### src/rtl/nibble_serial_adder.sv
// rtl/nibble_serial_adder.sv - multi-word adder reusing one 4-bit ripple-carry stage, one nibble per cycle
module rca4 (
    input  logic [3:0] x,
    input  logic [3:0] y,
    input  logic       c_in,
    output logic [3:0] s,
    output logic       c_out
);
    logic [4:0] c;

    always_comb begin
        c    = '0;
        s    = '0;
        c[0] = c_in;
        for (int i = 0; i < 4; i++) begin
            s[i]     = x[i] ^ y[i] ^ c[i];
            c[i + 1] = (x[i] & y[i]) | (c[i] & (x[i] ^ y[i]));
        end
        c_out = c[4];
    end
endmodule

module nibble_serial_adder #(
    parameter int NIBBLES = 4
) (
    input  logic                 clk,
    input  logic                 rst,
    input  logic                 in_valid,
    output logic                 in_ready,
    input  logic [4*NIBBLES-1:0] a,
    input  logic [4*NIBBLES-1:0] b,
    input  logic                 cin,
    output logic                 out_valid,
    input  logic                 out_ready,
    output logic [4*NIBBLES-1:0] sum,
    output logic                 cout,
    output logic                 ovf,
    output logic                 busy
);
    localparam int W    = 4 * NIBBLES;
    localparam int IDXW = $clog2(NIBBLES);
    localparam logic [IDXW-1:0] LAST = IDXW'(NIBBLES - 1);

    localparam logic [1:0] IDLE = 2'd0;
    localparam logic [1:0] RUN  = 2'd1;
    localparam logic [1:0] DONE = 2'd2;

    logic [1:0]      state_q;
    logic [W-1:0]    a_q;
    logic [W-1:0]    b_q;
    logic [W-1:0]    sum_q;
    logic            carry_q;
    logic            cout_q;
    logic            ovf_q;
    logic [IDXW-1:0] idx_q;

    logic [3:0]      x;
    logic [3:0]      y;
    logic [3:0]      st_s;
    logic            st_c;

    // Nibble select is a plain mux on idx so the stage path stays one ripple deep.
    always_comb begin
        x = a_q[3:0];
        y = b_q[3:0];
        for (int i = 1; i < NIBBLES; i++) begin
            if (idx_q == IDXW'(i)) begin
                x = a_q[4*i +: 4];
                y = b_q[4*i +: 4];
            end
        end
    end

    rca4 stage (
        .x     (x),
        .y     (y),
        .c_in  (carry_q),
        .s     (st_s),
        .c_out (st_c)
    );

    always_ff @(posedge clk) begin
        if (rst) begin
            state_q <= IDLE;
            a_q     <= '0;
            b_q     <= '0;
            sum_q   <= '0;
            carry_q <= 1'b0;
            cout_q  <= 1'b0;
            ovf_q   <= 1'b0;
            idx_q   <= '0;
        end else begin
            case (state_q)
                IDLE: begin
                    if (in_valid) begin
                        a_q     <= a;
                        b_q     <= b;
                        carry_q <= cin;
                        idx_q   <= '0;
                        state_q <= RUN;
                    end
                end
                RUN: begin
                    for (int i = 0; i < NIBBLES; i++) begin
                        if (idx_q == IDXW'(i)) begin
                            sum_q[4*i +: 4] <= st_s;
                        end
                    end
                    carry_q <= st_c;
                    if (idx_q == LAST) begin
                        cout_q  <= st_c;
                        ovf_q   <= (a_q[W-1] == b_q[W-1]) & (st_s[3] != a_q[W-1]);
                        idx_q   <= '0;
                        state_q <= DONE;
                    end else begin
                        idx_q <= idx_q + IDXW'(1);
                    end
                end
                DONE: begin
                    if (out_ready) begin
                        state_q <= IDLE;
                    end
                end
                default: state_q <= IDLE;
            endcase
        end
    end

    assign in_ready  = (state_q == IDLE);
    assign out_valid = (state_q == DONE);
    assign busy      = (state_q != IDLE);
    assign sum       = sum_q;
    assign cout      = cout_q;
    assign ovf       = ovf_q;
endmodule

### config.mk
export PLATFORM = sky130hd
export DESIGN_NAME = nibble_serial_adder
export DESIGN_NICKNAME = d
export VERILOG_FILES = /design/src/rtl/nibble_serial_adder.sv
export SDC_FILE = /design/constraint.sdc
export NUM_CORES = 1
export LEC_CHECK = 0
export BUFFER_PORTS_ARGS = -buffer_cell sky130_fd_sc_hd__clkbuf_2
export CORE_ASPECT_RATIO = 0.75
export CORE_MARGIN = 1
export CORE_UTILIZATION = 32
export DETAILED_ROUTE_END_ITERATION = 8
export GPL_TIMING_DRIVEN = 1
export SYNTH_ARGS = -nofsm -noshare
export SYNTH_HDL_FRONTEND = slang
export SYNTH_SLANG_ARGS = --single-unit
### constraint.sdc
create_clock -name clk -period 9.4 [get_ports clk]
set_input_delay 0.47 -clock clk [delete_from_list [all_inputs] [get_ports clk]]
set_output_delay 0.47 -clock clk [all_outputs]
set_load 0.1 [all_outputs]
==> out/metrics.cfg <==
[layout]
layout-drive-gt1-share=0.224
nets=375
insertedDiodeCount=0
finalInstanceArea_um2=2840
syn_to_final_growth_pct=13.7

[sta]
finalCritPeriodShare=0.361
setup_violations=0
fin_tns_setup_ps=0
min_period_ps=3390
setup_ws_ps=6010
fmax_mhz=295
finalHoldViolations=0
maxSlewHeadroom=0.263
slew_violations=0
fin_skew_ps=8.94
worst_pin_slew_ps=1110
hold-worst-slack_ps=360
rsz0062_at_grt=false

[synth]
syn_area_um2=2500
ys_types=31
synth_seq_cells=55
syn-num-nets=333
synth_seq_area_share=0.441
netlist_instances=288
avgSynthCellArea_um2=8.67
yosysWarnings=0

[power]
combPwrFrac=0.175
max-vdd-ir-drop_mv=0.0576
clockPowerShare=0.290
power.leakage_uw=0.00118
power.total_uw=471
switching_share=0.298
power.density_nw_per_um2=166
p_int_uw=330
power_switching_uw=140
p_seq_frac=0.535

[floorplan]
die_h_um=78.5
core_area_um2=7430
rows=27
io_pins=58
fp.dieW_um=104
die_area_um2=8160
initial_core_util=0.336

[clock_tree]
cts-root-buf=clkbuf_8
cts_buffers=5
worst_skew_pair.late_latency_ps=320
cts_tree=yes
clock_path_buffers=2
cts_resized=0
postCtsHoldBufs=0
cts_sinks=55
clk_pin_slew_ps=100
post-cts-setup-buffer-count=0
htreeDepth=2

[critical_path]
crit_path_start_kind=flip-flop
ff2ff_path_depth=13
cp-end-kind=flip-flop
worstPathMaxFanout=13
path_class=reg2reg
critPathArrivalTime_ps=3610
cp.required_ps=9620

[detailed_routing]
vias=1997
drt_wl_total_mm=5.56
wl_per_cell_um=12.9
drtAntennaViolNets=0
remaining_drc_errors=0
dr.pass1.iters=4
first_iter_violations=48
routed_via_density=4.63

[grt]
antenna_found_initial=0
grt_pass1_vias=1882
grt_max_degree=56
grt_first_pass_wirelength_mm=9.10
track_usage=0.143
overflow=0

[hold_path]
min_path_cells=3
hold_path.class=in2reg

[placement]
pre_cts_slack_ps=5980
placed_cell_area_um2=2750
gp_congestion=0.770
io_buffers=57
dpl.hpwl_mm=4.01

[run_status]
outcome=finished clean

[run]
drv_cap=0

-- stage by stage --
stage,util,std cells
after floorplan,-,288
after global placement,0.370,424
after detailed placement,0.370,424
after CTS,0.382,431
after global routing,0.382,431
final,0.382,431
-- cells by family (layout without fill, tap and decap cells) --
logic type      Yosys count  count (layout)  synth area share
mux                      19              19            0.0782
compound gates           62              62             0.152
simple gates            107             107             0.188
flops                    55              55             0.441
fa+ha+maj                 8               8            0.0521
buf+inv                  37              79            0.0882
-- registers in the layout, summed over array words and instances, names as in the netlist --
signal   count
cout         1
state_q      2
idx_q        2
ovf          1
carry_q      1
sum         16
a_q         16
b_q         16
-- cell usage after synthesis --
library cell,count,area [um^2]
a211oi_1,8,60.1
and3b_1,4,35.0
a21oi_1,37,185
mux2i_1,15,150
clkbuf_1,6,22.5
buf_6,9,101
inv_1,14,52.6
buf_4,2,15.0
dfxtp_1,55,1100
a221oi_1,1,8.76
or3b_1,1,8.76
o21ai_0,4,20.0
mux2_2,4,45.0
buf_2,5,25.0
a22oi_1,4,30.0
nor3_1,1,5.00
fa_1,4,80.1
or2_2,1,6.26
o21bai_1,1,7.51
or2b_1,1,7.51
a311oi_2,1,15.0
nor2_1,23,86.3
nor3b_4,1,18.8
a211o_1,4,35.0
nand2_1,67,251
nand3b_1,1,7.51
a32oi_1,2,17.5
nor2b_1,5,31.3
buf_1,1,3.75
nand2_2,2,12.5
ha_1,4,50.1
-- placed cells by master (no fill, tap or decap) --
master	n
ha_1	4
a311oi_2	1
nor2_1	23
nand2_1	67
inv_1	14
nor2b_1	5
inv_6	1
mux2_2	4
a221oi_1	1
a22oi_1	4
and3b_1	4
or3b_1	1
o21bai_1	1
fa_1	4
or2_2	1
clkbuf_8	6
buf_4	1
nand3b_1	1
a21oi_1	37
a32oi_1	2
a211o_1	4
nor3b_4	1
dfxtp_1	55
or2b_1	1
o21ai_0	4
a211oi_1	8
nor3_1	1
mux2i_1	15
clkbuf_2	57
nand2_2	2
-- final cells by class --
cell class / count / area, um^2
fillers: 795 / 4590
multi-input cells: 196 / 1170
flip-flops and latches: 55 / 1100
repair buffers: 58 / 293
well taps: 101 / 126
clock buffers: 6 / 82.6
inverters: 14 / 52.6
clock inverters: 1 / 8.76
-- final timing paths --
| path | start | end | slack (ps) |
|---|---|---|---|
| max reg2reg | idx_q[0] | ovf | 6010 |
| min | b[10] | b_q[10] | 360 |
| max | idx_q[0] | ovf | 6010 |
| min reg2reg | b_q[10] | b_q[10] | 460 |
-- layer usage --
layer / up-vias / GRT usage / part of all wire
met5: - / 0 / 0
met4: 0 / 0.0514 / 0.014
met3: 7 / 0.0465 / 0.052
met2: 41 / 0.220 / 0.42
met1: 914 / 0.188 / 0.51
li1: 1035 / - / -
-- power groups by stage --
stage	logic [uW]	registers, uW	clock network (uW)
after floorplan	51.3	270	0
after global placement	81.6	257	0
after detailed placement	83.4	257	0
after CTS	83.5	252	139
after global routing	90.3	253	150
final	82.4	252	136
-- worst max-delay path, cell delays in order (launching register included) --
cell,delay [ps]
dfxtp_1,410
inv_1,90
ha_1,390
a211o_1,340
a22oi_1,200
fa_1,220
inv_1,50
fa_1,350
inv_1,70
fa_1,150
inv_1,50
fa_1,520
nand3b_1,220
a311oi_2,240
Power figures use the tool's default switching activity.
